File: src/rtl/btn_pkg.sv
`timescale 1ns/1ps
// -----------------------------------------------------------------------------
// btn_pkg
//   Shared definitions for the push-button conditioner:
//     - per-channel FSM state encoding (IDLE / DLY / RPT, 2'd3 unused)
//     - default timing constants for a 12 MHz clock
//     - channel index constants into the 3-bit held vector
//     - helper functions for sizing the shared counter width
// -----------------------------------------------------------------------------
package btn_pkg;

  // Auto-repeat FSM encoding. 2'd3 is never produced and recovers to IDLE.
  typedef enum logic [1:0] {
    IDLE = 2'd0,
    DLY  = 2'd1,
    RPT  = 2'd2
  } ch_state_t;

  // Defaults for a 12 MHz clock: 1 ms debounce, 0.5 s first repeat,
  // 0.1 s repeat period.
  localparam int DEF_DB_CYCLES     = 12000;
  localparam int DEF_REPEAT_DELAY  = 6000000;
  localparam int DEF_REPEAT_PERIOD = 1200000;

  // Bit positions inside held = {ok, up, down}.
  localparam int DOWN = 0;
  localparam int UP   = 1;
  localparam int OK   = 2;

  function automatic int max3(input int a, input int b, input int c);
    int m;
    m = a;
    if (b > m) m = b;
    if (c > m) m = c;
    return m;
  endfunction

  // One width covers the debounce counter and the repeat timer.
  function automatic int cnt_width(input int db, input int dly, input int per);
    return $clog2(max3(db, dly, per) + 1);
  endfunction

endpackage

File: src/rtl/btn_debounce_ch.sv
`timescale 1ns/1ps
// -----------------------------------------------------------------------------
// btn_debounce_ch
//   One push-button channel: 2-flop synchroniser, counter-based debouncer,
//   registered rising-edge pulse and (when REPEAT_EN=1) an auto-repeat FSM.
//
//   Ports:
//     clk       system clock
//     rst       asynchronous reset, active-low
//     raw       raw button level, pressed = 1, asynchronous to clk
//     hold_rpt  freeze the repeat timer (both up and down are held)
//     pulse     one-cycle pulse per press, plus repeats when enabled
//     level     debounced stable level
//
//   The FSM state lives in state_q (type ch_state_t) as the single
//   observation point for the channel's repeat behaviour.
// -----------------------------------------------------------------------------
module btn_debounce_ch
  import btn_pkg::*;
#(
  parameter int DB_CYCLES     = DEF_DB_CYCLES,
  parameter int REPEAT_DELAY  = DEF_REPEAT_DELAY,
  parameter int REPEAT_PERIOD = DEF_REPEAT_PERIOD,
  parameter int REPEAT_EN     = 1,
  parameter int CW            = cnt_width(DB_CYCLES, REPEAT_DELAY, REPEAT_PERIOD)
) (
  input  logic clk,
  input  logic rst,
  input  logic raw,
  input  logic hold_rpt,
  output logic pulse,
  output logic level
);

  localparam logic [CW-1:0] DB_LAST  = CW'(DB_CYCLES - 1);
  localparam logic [CW-1:0] DLY_LOAD = CW'(REPEAT_DELAY - 1);
  localparam logic [CW-1:0] PER_LOAD = CW'(REPEAT_PERIOD - 1);
  localparam logic [CW-1:0] CNT_ONE  = CW'(1);

  logic          sync1_q;
  logic          sync2_q;
  logic          stable_q;
  logic          stable_dly_q;
  logic [CW-1:0] db_cnt_q;
  logic          rise;

  ch_state_t     state_q;
  ch_state_t     state_nxt;
  logic [CW-1:0] timer_q;
  logic [CW-1:0] timer_nxt;
  logic          timer_zero;
  logic          pulse_nxt;

  // Synchroniser: only sync2_q is used downstream.
  always_ff @(posedge clk or negedge rst) begin
    if (!rst) begin
      sync1_q <= 1'b0;
      sync2_q <= 1'b0;
    end else begin
      sync1_q <= raw;
      sync2_q <= sync1_q;
    end
  end

  // Debounce: the stable level follows the synced input only after
  // DB_CYCLES consecutive cycles of disagreement; any agreement restarts.
  always_ff @(posedge clk or negedge rst) begin
    if (!rst) begin
      stable_q <= 1'b0;
      db_cnt_q <= '0;
    end else if (sync2_q == stable_q) begin
      db_cnt_q <= '0;
    end else if (db_cnt_q == DB_LAST) begin
      stable_q <= sync2_q;
      db_cnt_q <= '0;
    end else begin
      db_cnt_q <= db_cnt_q + CNT_ONE;
    end
  end

  // Delayed copy for rise detection; the pulse register adds one more cycle.
  always_ff @(posedge clk or negedge rst) begin
    if (!rst) begin
      stable_dly_q <= 1'b0;
    end else begin
      stable_dly_q <= stable_q;
    end
  end

  assign rise       = stable_q & ~stable_dly_q;
  assign level      = stable_q;
  assign timer_zero = (timer_q == '0);

  // FSM state register (state + repeat timer).
  always_ff @(posedge clk or negedge rst) begin
    if (!rst) begin
      state_q <= IDLE;
      timer_q <= '0;
    end else begin
      state_q <= state_nxt;
      timer_q <= timer_nxt;
    end
  end

  // FSM next state. Release wins over everything; while hold_rpt is set
  // the timer keeps its value so it resumes where it stopped.
  always_comb begin
    state_nxt = state_q;
    timer_nxt = timer_q;
    case (state_q)
      IDLE: begin
        if (rise && (REPEAT_EN != 0)) begin
          state_nxt = DLY;
          timer_nxt = DLY_LOAD;
        end
      end
      DLY, RPT: begin
        if (!stable_q) begin
          state_nxt = IDLE;
          timer_nxt = '0;
        end else if (!hold_rpt) begin
          if (timer_zero) begin
            state_nxt = RPT;
            timer_nxt = PER_LOAD;
          end else begin
            timer_nxt = timer_q - CNT_ONE;
          end
        end
      end
      default: begin
        state_nxt = IDLE;
        timer_nxt = '0;
      end
    endcase
  end

  // FSM output: press pulse from IDLE, repeat pulse on timer expiry.
  always_comb begin
    pulse_nxt = 1'b0;
    case (state_q)
      IDLE:     pulse_nxt = rise;
      DLY, RPT: pulse_nxt = stable_q & ~hold_rpt & timer_zero;
      default:  pulse_nxt = 1'b0;
    endcase
  end

  always_ff @(posedge clk or negedge rst) begin
    if (!rst) begin
      pulse <= 1'b0;
    end else begin
      pulse <= pulse_nxt;
    end
  end

endmodule

File: src/rtl/btn_conditioner.sv
`timescale 1ns/1ps
// -----------------------------------------------------------------------------
// btn_conditioner
//   Input stage for divisor_4b: synchronises and debounces the three raw
//   push-buttons and emits one-cycle pulses per press. up/down auto-repeat
//   while held; ok never repeats.
//
//   Ports:
//     clk       system clock
//     rst       asynchronous reset, active-low
//     down_raw  raw button, pressed = 1
//     up_raw    raw button, pressed = 1
//     ok_raw    raw button, pressed = 1
//     down      one-cycle press/repeat pulse
//     up        one-cycle press/repeat pulse
//     ok        one-cycle press pulse
//     held      debounced levels {ok, up, down}
// -----------------------------------------------------------------------------
module btn_conditioner
  import btn_pkg::*;
#(
  parameter int DB_CYCLES     = DEF_DB_CYCLES,
  parameter int REPEAT_DELAY  = DEF_REPEAT_DELAY,
  parameter int REPEAT_PERIOD = DEF_REPEAT_PERIOD
) (
  input  logic       clk,
  input  logic       rst,
  input  logic       down_raw,
  input  logic       up_raw,
  input  logic       ok_raw,
  output logic       down,
  output logic       up,
  output logic       ok,
  output logic [2:0] held
);

  localparam int CW = cnt_width(DB_CYCLES, REPEAT_DELAY, REPEAT_PERIOD);

  logic [2:0] level;
  logic       hold_rpt;

  // Holding up and down together freezes both repeat timers.
  assign hold_rpt = level[UP] & level[DOWN];
  assign held     = level;

  btn_debounce_ch #(
    .DB_CYCLES     (DB_CYCLES),
    .REPEAT_DELAY  (REPEAT_DELAY),
    .REPEAT_PERIOD (REPEAT_PERIOD),
    .REPEAT_EN     (1),
    .CW            (CW)
  ) u_down (
    .clk      (clk),
    .rst      (rst),
    .raw      (down_raw),
    .hold_rpt (hold_rpt),
    .pulse    (down),
    .level    (level[DOWN])
  );

  btn_debounce_ch #(
    .DB_CYCLES     (DB_CYCLES),
    .REPEAT_DELAY  (REPEAT_DELAY),
    .REPEAT_PERIOD (REPEAT_PERIOD),
    .REPEAT_EN     (1),
    .CW            (CW)
  ) u_up (
    .clk      (clk),
    .rst      (rst),
    .raw      (up_raw),
    .hold_rpt (hold_rpt),
    .pulse    (up),
    .level    (level[UP])
  );

  btn_debounce_ch #(
    .DB_CYCLES     (DB_CYCLES),
    .REPEAT_DELAY  (REPEAT_DELAY),
    .REPEAT_PERIOD (REPEAT_PERIOD),
    .REPEAT_EN     (0),
    .CW            (CW)
  ) u_ok (
    .clk      (clk),
    .rst      (rst),
    .raw      (ok_raw),
    .hold_rpt (hold_rpt),
    .pulse    (ok),
    .level    (level[OK])
  );

endmodule

File: config.mk
export PLATFORM = sky130hd
export DESIGN_NAME = btn_conditioner
export DESIGN_NICKNAME = d
export VERILOG_FILES = /design/src/rtl/btn_pkg.sv /design/src/rtl/btn_debounce_ch.sv /design/src/rtl/btn_conditioner.sv
export SDC_FILE = /design/constraint.sdc
export NUM_CORES = 1
export LEC_CHECK = 0
export CAP_MARGIN = 20
export CORE_ASPECT_RATIO = 1.2
export CORE_MARGIN = 3
export CORE_UTILIZATION = 54
export DETAILED_ROUTE_END_ITERATION = 10
export GPL_TIMING_DRIVEN = 0
export PLACE_DENSITY = 0.7
export SYNTH_ARGS = -nofsm -noshare
export SYNTH_HDL_FRONTEND = slang
export SYNTH_HIERARCHICAL = 1
export SYNTH_SLANG_ARGS = --single-unit
File: constraint.sdc
create_clock -name clk -period 6.7 [get_ports clk]
set_input_delay 2.01 -clock clk [delete_from_list [all_inputs] [get_ports clk]]
set_output_delay 2.01 -clock clk [all_outputs]
set_load 0.05 [all_outputs]
==> results of run 1 <==
-- metal layers --
| metal | part of all wire (%) | vias up |
|---|---|---|
| met5 | 0 | - |
| met4 | 1.8 | 0 |
| met1 | 44 | 3516 |
| met2 | 51 | 194 |
| met3 | 3.9 | 35 |
| li1 | - | 3375 |
-- path summary, 6_finish.rpt --
| kind | from | endpoint | cells after the start | slack (ns) |
|---|---|---|---|---|
| min in group asynchronous | rst | u_up/timer_q[14] | 1 | 1.59 |
| worst max register to register | u_down/timer_q[0] | u_down/timer_q[22] | 7 | 3.92 |
| worst max-delay path | u_down/level | held[0] | 1 | 2.84 |
| worst min-delay path | u_down/sync1_q | u_down/sync2_q | 0 | 0.36 |
| max in group asynchronous | rst | u_down/timer_q[7] | 2 | 4.26 |
| worst min register to register | u_down/sync1_q | u_down/sync2_q | 0 | 0.36 |
-- where the power goes --
| group | total [mW] | switching (mW) | internal, mW |
|---|---|---|---|
| Sequential | 0.966 | 0.00514 | 0.961 |
| Clock | 0.973 | 0.360 | 0.613 |
| Combinational | 0.0390 | 0.0294 | 0.00967 |
| Total | 1.98 | 0.395 | 1.58 |
-- layout make-up --
cell class,instances,area (µm²),share of cell area [%]
well taps,204,255.2,2.706
plain buffers,35,142.6,1.512
repair buffers,11,128.9,1.366
clock buffers,25,485.5,5.147
multi-input cells,676,4249,45.05
inverters,29,108.9,1.154
clock inverters,6,107.6,1.141
flip-flops and latches,158,3954,41.92
-- kinds of logic (layout without fill, tap and decap cells) --
group | after synthesis | in the layout | synth area share (%)
AOI/OAI and AO/OA | 191 | 191 | 15.38
xor gates and xnor gates | 66 | 66 | 6.837
adders and majority gates | 12 | 12 | 1.776
buffers and inverters | 64 | 106 | 2.975
DFF | 158 | 158 | 46.77
muxes | 8 | 8 | 1.065
and+or+nand+nor | 399 | 399 | 25.20
-- flip-flops by register name, summed over array words and instances, names as in the netlist, 2 cells and up --
name	count
u_down/db_cnt_q	23
u_down/state_q	2
u_down/timer_q	23
u_ok/db_cnt_q	23
u_ok/timer_q	23
u_up/db_cnt_q	23
u_up/state_q	2
u_up/timer_q	23
-- stage by stage --
step	hold slack (ns)	TNS, ns	utilization, %	area [µm²]	setup WS [ns]
after floorplan	0.3312	0	-	8454	3.989
after global placement	0.3318	-406.77	58.18	8810	-2.588
after detailed placement	0.3457	0	58.37	8838	3.285
after CTS	0.3591	0	62.28	9432	2.827
after global routing	0.3656	0	62.28	9432	2.787
final	0.3594	0	62.28	9432	2.843
-- cells in the mapped netlist, drive strengths merged, types with 5 or more instances --
| master | instances |
|---|---|
| nand2 | 68 |
| a211o | 8 |
| o22ai | 5 |
| or2 | 7 |
| o22a | 6 |
| nand2b | 7 |
| nor4 | 24 |
| a22o | 11 |
| or4 | 16 |
| ha | 12 |
| o21ai | 43 |
| xor2 | 35 |
| xnor2 | 31 |
| and2 | 8 |
| a21oi | 45 |
| o31ai | 8 |
| nand4 | 27 |
| o211ai | 10 |
| o32ai | 7 |
| mux2 | 5 |
| and3 | 16 |
| or3 | 19 |
| inv | 29 |
| nand3 | 39 |
| nor3 | 30 |
| nor2 | 102 |
| and4 | 12 |
| a31oi | 10 |
| dfrtp | 158 |
| clkbuf | 32 |
==> summary.md, run 1 <==
| Metric | Value |
|---|---|
| Critical path class | flip-flop to output port |
| Most frequent cells in the layout | dfrtp_1 (158), nor2_1 (101), nand2_1 (68) |
| Root Buffer | clkbuf_16 |
| EDFF count, synth | 0 |
| Gpl congestion | between 0.8 and 0.9 |
| CP required | between 4 and 5 ns |
| Total Wirelength | ~19,000 µm |
| Placeable core area | around 15,000 µm² |
| Ys Warns | 6 |
| Cell family with most CP delay | buffers and inverters |
| Routed vias/inst | 6.224 |
| DR WL/cell | 16.45 µm |
| Die Span Y | roughly 140 µm |
| Leak pwr | between 4 and 5 nW |
| Status | finished, final reports clean |
| Layout cell share with drive strength beyond 1 | 6.277% |
| Top cells by area, synth | dfrtp_1 (47%), nor2_1 (4.5%), xor2_1 (3.6%), xnor2_1 (3.2%), nand2_1 (3.0%) |
| Top Ports | 11 |
| Setup-failing EPs final | 0 |
| Clk slew on worst S/H paths | 0.06 ns |
| Initial core utilization | between 50% and 60% |
| Worst hold path type | flip-flop to flip-flop |
| Non-filler cells, final | ~1,100 |
| Post-CTS setup buffers | 0 |
| Clock sinks | about 160 |
| Final hold vios | 0 |
| Area growth, synth to finish | 11.56% |
| M2 GR Usage | 39.08% |
| Worst VDD drop | 169.4 µV |
| Post-cts resize count | 0 |
| Syn_nets | around 900 |
| CP peak stage delay | approximately 0.88 ns |
| Worst rel slew slack | 18.06% |
| Pwr/cell area | roughly 210 nW/µm² |
| Critical path startpoint category | flip-flop |
| Grt met3 use | just under 4% |
| RSZ-0062 raised after global routing | no |
| Crit-path cells | clkdlybuf4s50_1 |
| Slowest cell on crit path | clkdlybuf4s50_1 |
| DIE WIDTH | 120.2 µm |
| Max-Cap Viols | 0 |
| Fraction of synthesis flops using an asynchronous set or reset pin | 100.0% |
| First-pass GRT wire length | roughly 33,000 µm |
| Die area | about 17,000 µm² |
| Fill cell count | roughly 1,300 |
| Synthesized area | 8454 µm² |
| Number of remaining DRC errors | 0 |
| Placed cells | between 1,000 and 1,500 |
| # rows | 49 |
| CTS tree | built |
| Total CTS buffers | 17 |
| Slew Viols, Final | 0 |
| Pin count of the biggest net entering global routing | 90 |
| GRT Residual Overflow | 0 |
| Slew @ Worst Pin | 1.212 ns |
| Worst-case clock skew | 0.01028 ns |
| Distinct cells, synth | 78 |
| Final period util | a little under three fifths |
| Vias in the first global route | 7,072 |
| Buf/Inv on CP | 1 |
| PortBufs | 10 |
| Worst skew pair latency | 0.42 ns |
| Fmax | 259.3 MHz |
| Initial antenna violation count | 0 |
| Most Crowded Layer GR | met2 |
| DR iter-0 viols | 630 |
| Seq/Total Area, Yosys | 46.77% |
| Critical-path maximum fanout | 10 |
| Vias | ~7,100 |
| Top cell type's share of synthesized area | a little under half |
| Yosys reg bits | 158 |
| Main synth FF type | dfrtp_1 |
| Syn Area/Cell | 9.415 µm² |
| Crit path DAT | 1.85 ns |
| Synth area leader | dfrtp_1 |
| Total power draw | 1.978 mW |
| Post-Syn Instances | 898 |
| Worst Setup End Kind | output port |
| Met1 Usage GRT | 28.77% |
| CTS H-tree lvls | 4 |
| Max clock buf depth | 2 |
| Min Clock Period, post-route | between 3 and 4 ns |
| Diode count | 0 |
| Pre-antenna DRT Iters | 5 |
| Final Net Count | 945 |
| Antenna viol nets, final | 0 |
| Detailed Place HPWL | between 10,000 and 15,000 µm |
| Commonest non-fill, non-tap cell in the layout | dfrtp_1 |
| Post-CTS Hold Buffers | 0 |
| Global-route usage over all layers | a little under a quarter |
Note: power is estimated with default switching activity, not from simulation.
==> run 2: changes to the inputs <==
Settings changed: PLACE_DENSITY 0.7 to 0.73.
Clock period 6.7 ns to 3.4 ns, I/O delays scaled along.
==> summary.md, run 2 (same netlist as run 1, synthesis figures left out) <==
| Metric | Value |
|---|---|
| Pin count of the biggest net entering global routing | 98 (+8.9%) |
| Diode count | 0 (unchanged) |
| Multi-input gate area | 4249 µm² (unchanged) |
| RSZ-0062 raised after global routing | no |
| Min Clock Period, post-route | between 2 and 3 ns |
| Crit-path cells | clkdlybuf4s50_1 |
| CTS H-tree lvls | 4 (unchanged) |
| Initial antenna violation count | 0 (unchanged) |
| DR WL/cell | 15.88 µm (-3.5%) |
| Number of remaining DRC errors | 0 (unchanged) |
| Crit path DAT | 1.86 ns (about the same) |
| Clock sinks | 158 (unchanged) |
| Worst reg2reg setup slack | 0.61 ns (-3.31 ns) |
| Global-route usage over all layers | 22.40% (-0.45 points) |
| Routed vias/inst | 6.054 (-2.7%) |
| Vias in the first global route | 6,735 (-4.8%) |
| Hold path cells | 0 (unchanged) |
| Clk slew on worst S/H paths | 0.06 ns (about the same) |
| Non-filler cells, final | 1,145 (+0.087%) |
| Post-CTS setup buffers | 0 (unchanged) |
| Leak pwr | 4.281 nW (+0.17%) |
| Worst-case clock skew | 0.006512 ns (-0.003770 ns) |
| # rows | 49 (unchanged) |
| Initial core utilization | 55.83% (unchanged) |
| Critical path startpoint category | flip-flop |
| Top Ports | 11 (unchanged) |
| Total power draw | 3.887 mW (+96%) |
| First-pass GRT wire length | 31,790 µm (-2.2%) |
| GRT Residual Overflow | 0 (unchanged) |
| Seq. cell area | 3954 µm² (unchanged) |
| Worst Setup End Kind | output port |
| Total CTS buffers | 17 (unchanged) |
| HP Start | u_ok/sync1_q |
| Max-Cap Viols | 0 (unchanged) |
| Clock share of power | 49.1% (about the same) |
| Worst skew pair latency | 0.43 ns (about the same) |
| Cell family with most CP delay | buffers and inverters |
| Antenna viol nets, final | 0 (unchanged) |
| Register share of total power | 49.0% (+0.2 points) |
| Slowest cell on crit path | clkdlybuf4s50_1 |
| Area growth, synth to finish | 11.65% (about the same) |
| Vias | 6,932 (-2.6%) |
| CP startpoint | u_down/level |
| PortBufs | 10 (unchanged) |
| Worst Hold End | u_ok/sync2_q |
| CP required | 2.38 ns (-2.31 ns) |
| RR Startpoint | u_down/level |
| Slew Viols, Final | 0 (unchanged) |
| Fill cell count | 1,319 (+3.8%) |
| Final Net Count | 945 (unchanged) |
| Buf/Inv on CP | 1 (unchanged) |
| Worst VDD drop | 354.1 µV (+110%) |
| Internal cell power | 3.070 mW (+94%) |
| Post-cts resize count | 0 (unchanged) |
| Root Buffer | clkbuf_16 |
| Worst rel slew slack | 25.47% (+7.4 points) |
| Critical-path maximum fanout | 10 (unchanged) |
| Most frequent cells in the layout | dfrtp_1 (158), nor2_1 (101), nand2_1 (68) |
| Critical path class | flip-flop to output port |
| Setup TNS | 0 ns (unchanged) |
| Worst hold path type | flip-flop to flip-flop |
| Total Wirelength | 18,180 µm (-3.4%) |
| Die Span Y | 143.1 µm (unchanged) |
| Placed cells | 1,113 (unchanged) |
| Setup-failing EPs final | 0 (unchanged) |
| CP peak stage delay | 0.87 ns (about the same) |
| Placeable core area | 15,140 µm² (unchanged) |
| Die area | 17,200 µm² (unchanged) |
| DIE WIDTH | 120.2 µm (unchanged) |
| Layout cell share with drive strength beyond 1 | 6.695% (+0.42 points) |
| Logic gate share of total power | 2.0% (about the same) |
| Max clock buf depth | 2 (unchanged) |
| Pwr/cell area | 411.8 nW/µm² (+96%) |
| Status | finished, final reports clean |
| Slew @ Worst Pin | 1.102 ns (-0.1096 ns) |
| Switching share of power | 21.00% (+1.0 points) |
| R2r endpoint | u_ok/timer_q[6] |
| Final hold vios | 0 (unchanged) |
| Detailed Place HPWL | 12,330 µm (-4.3%) |
| Fmax | approximately 350 MHz |
| DR iter-0 viols | 600 (-4.8%) |
| CTS tree | built |
| Post-CTS Hold Buffers | 0 (unchanged) |
| Final period util | 84.79% |
| Switching power | 0.8163 mW (+110%) |
| Gpl congestion | 0.8917 (+1.7%) |
| Pre-antenna DRT Iters | 6 (+1) |
| Commonest non-fill, non-tap cell in the layout | dfrtp_1 |
| Reg2Reg Depth | 7 (unchanged) |
==> run 2: changes by cell type in the layout (fill, tap and decap cells not counted) <==
cell / change
clkinv_4: +3
clkbuf_8: +1
buf_6: -1
clkinv_2: +1
bufinv_16: -1
buf_8: +1
clkbuf_1: -3
==> run 2: worst max-delay path by stage <==
| stage | end | depth (start not counted) | slack (ns) |
|---|---|---|---|
| floorplan | u_ok/timer_q[15] | 7 | 0.95 |
| global placement | u_ok/sync1_q | 1 | -5.12 |
| detailed placement | u_ok/timer_q[6] | 7 | 0.69 |
| CTS | held[0] | 1 | 0.50 |
| global route | u_ok/timer_q[6] | 7 | 0.42 |
| finish | held[0] | 1 | 0.52 |
==> run 2: per-stage QoR <==
step / cell area [µm²] / hold slack [ns] / util, % / worst slack (ns)
floorplan: 8454 / 0.3312 / - / 0.9509
CTS: 9439 / 0.3493 / 62.33 / 0.4958
finish: 9439 / 0.3483 / 62.33 / 0.5171
global placement: 8810 / 0.3353 / 58.18 / -5.119
detailed placement: 8842 / 0.3355 / 58.39 / 0.6900
global route: 9439 / 0.3570 / 62.33 / 0.4187
==> run 2: cell type report <==
cell class / count / area share [%]
flip-flops and latches: 158 / 41.89
clock inverters: 9 / 1.153
inverters: 29 / 1.153
well taps: 204 / 2.704
repair buffers: 11 / 1.405
clock buffers: 23 / 5.170
plain buffers: 35 / 1.511
multi-input cells: 676 / 45.02
==> run 2: power by group through the flow <==
stage	Clock, mW	Sequential (mW)	Combinational (mW)
2_1_floorplan	0	1.93	0.0270
3_3_place_gp	0	1.94	0.0762
3_5_place_dp	0	1.94	0.0811
4_1_cts	1.96	1.90	0.0813
5_1_grt	2.04	1.90	0.0917
6_report	1.91	1.90	0.0762
==> run 2: routing by layer <==
layer	wire length [µm]	part of all wire, %	up-vias	track usage [%]
met5	0	0	-	0
met4	357	2.0	0	9.248
met3	676	3.7	29	4.398
met2	8884	49	165	37.36
met1	8260	45	3354	28.80
li1	-	-	3384	-
==> run 3: changes to the inputs <==
Settings changed: PLACE_DENSITY 0.73 to 0.7.
Clock period 3.4 ns to 2.8 ns, I/O delays scaled along.
==> summary.md, run 3 (same netlist as run 1, synthesis figures left out) <==
| Metric | Value |
|---|---|
| Status | finished, final reports clean |
| Crit-path cells | clkdlybuf4s50_1 |
| Fmax | 372.7 MHz |
| Total CTS buffers | 17 (unchanged) |
| Slew @ Worst Pin | 1.073 ns (-0.02952 ns) |
| Placeable core area | 15,140 µm² (unchanged) |
| Multi-input gate area | 4259 µm² (+0.24%) |
| GRT Residual Overflow | 0 (unchanged) |
| Final period util | 95.83% |
| Final hold vios | 0 (unchanged) |
| Vias | 7,139 (+3.0%) |
| Buf/Inv on CP | 1 (unchanged) |
| Die Span Y | 143.1 µm (unchanged) |
| CTS H-tree lvls | 4 (unchanged) |
| Pin count of the biggest net entering global routing | 90 (-8.2%) |
| Antenna viol nets, final | 0 (unchanged) |
| Critical-path maximum fanout | 10 (unchanged) |
| Leak pwr | 4.280 nW (about the same) |
| PortBufs | 10 (unchanged) |
| Max-Cap Viols | 0 (unchanged) |
| Cell family with most CP delay | buffers and inverters |
| DR iter-0 viols | 618 (+3.0%) |
| CP required | 1.96 ns (-0.42 ns) |
| Clk slew on worst S/H paths | 0.06 ns (about the same) |
| Layout cell share with drive strength beyond 1 | 6.596% (-0.099 points) |
| Die area | 17,200 µm² (unchanged) |
| Fill cell count | 1,265 (-4.1%) |
| DIE WIDTH | 120.2 µm (unchanged) |
| Setup-failing EPs final | 0 (unchanged) |
| Worst skew pair latency | 0.42 ns (about the same) |
| Most frequent cells in the layout | dfrtp_1 (158), nor2_1 (101), nand2_1 (68) |
| Critical path class | flip-flop to output port |
| CTS tree | built |
| Pwr/cell area | 501.5 nW/µm² (+22%) |
| Seq. cell area | 3954 µm² (unchanged) |
| Clock sinks | 158 (unchanged) |
| Total Wirelength | 18,820 µm (+3.5%) |
| Pre-antenna DRT Iters | 5 (-1) |
| Detailed Place HPWL | 12,880 µm (+4.4%) |
| Crit path DAT | 1.84 ns (-0.02 ns) |
| CP peak stage delay | 0.88 ns (about the same) |
| Global-route usage over all layers | 22.85% (+0.45 points) |
| Final worst-path setup slack | 0.1168 ns (-0.4004 ns) |
| Final Net Count | 945 (unchanged) |
| Post-CTS setup buffers | 0 (unchanged) |
| Initial antenna violation count | 0 (unchanged) |
| Critical path startpoint category | flip-flop |
| Diode count | 0 (unchanged) |
| Min Clock Period, post-route | 2.683 ns |
| Area growth, synth to finish | 11.69% (about the same) |
| Slew Viols, Final | 0 (unchanged) |
| RSZ-0062 raised after global routing | no |
| Initial core utilization | 55.83% (unchanged) |
| Commonest non-fill, non-tap cell in the layout | dfrtp_1 |
| Number of remaining DRC errors | 0 (unchanged) |
| Worst-case clock skew | 0.01100 ns (+0.004492 ns) |
| Root Buffer | clkbuf_16 |
| Routed vias/inst | 6.240 (+3.1%) |
| DR WL/cell | 16.45 µm (+3.6%) |
| Top Ports | 11 (unchanged) |
| Vias in the first global route | 7,072 (+5.0%) |
| Worst hold path type | flip-flop to flip-flop |
| Worst VDD drop | 406.7 µV (+15%) |
| Dpl ws | 0.1012 ns (-0.5888 ns) |
| Worst rel slew slack | 28.04% (+2.6 points) |
| Max clock buf depth | 2 (unchanged) |
| Worst Setup End Kind | output port |
| Total power draw | 4.736 mW (+22%) |
| Slowest cell on crit path | clkdlybuf4s50_1 |
| First-pass GRT wire length | 32,520 µm (+2.3%) |
| # rows | 49 (unchanged) |
| Gpl congestion | 0.8767 (-1.7%) |
==> run 3: cell count changes in the layout (fill, tap and decap cells not counted), sizes merged <==
cell,change
clkbuf,+2
clkinv,-4
bufinv,+1
==> run 3: metal layers <==
metal	share of wire, %	GRT usage, %	wire [µm]	up-vias
met2	51	39.08	9555	191
li1	-	-	-	3361
met3	3.3	3.843	626	41
met4	1.9	9.905	358	0
met5	0	0	0	-
met1	44	28.77	8278	3546
==> run 3: worst paths after layout <==
path | slack (ns) | endpoint | start | cells after the start
setup / recovery | 0.12 | held[0] | u_down/level | 1
hold reg to reg | 0.36 | u_ok/sync2_q | u_ok/sync1_q | 0
hold / removal | 0.36 | u_ok/sync2_q | u_ok/sync1_q | 0
min in group asynchronous | 0.42 | u_up/timer_q[14] | rst | 1
max in group asynchronous | 1.53 | u_down/timer_q[7] | rst | 2
setup reg to reg | 0.13 | u_ok/timer_q[19] | u_down/level | 7
==> run 3: final cells by class <==
| cell class | instances | share of cell area [%] |
|---|---|---|
| buffer | 35 | 1.524 |
| clock buffer | 25 | 5.141 |
| clock inverter | 6 | 1.140 |
| inverter | 29 | 1.153 |
| multi-input combinational | 676 | 45.10 |
| sequential | 158 | 41.87 |
| tap | 204 | 2.703 |
| timing repair buffer | 11 | 1.365 |
==> run 3: timing repair <==
action | CTS | global route
hold buffers | 0 | 0
resized for setup | 0 | 4
endpoints found under the setup margin | 0 | 13
==> run 3: report_power, final <==
group | total [mW] | internal [mW] | switching (mW)
sequential | 2.31 | 2.30 | 0.0123
clock | 2.33 | 1.47 | 0.864
combinational | 0.0933 | 0.0231 | 0.0702
==> run 3: through the flow <==
stage               setup TNS (ns)  utilization (%)  hold slack (ns)  instances  area (µm²)
finish                           0            62.36           0.3587       1144        9443
global route                     0            62.36           0.3656       1144        9443
CTS                              0            62.28           0.3591       1144        9432
detailed placement               0            58.37           0.3457       1113        8838
global placement           -838.11            58.18           0.3318       1112        8810
floorplan                        0                -           0.3312        898        8454
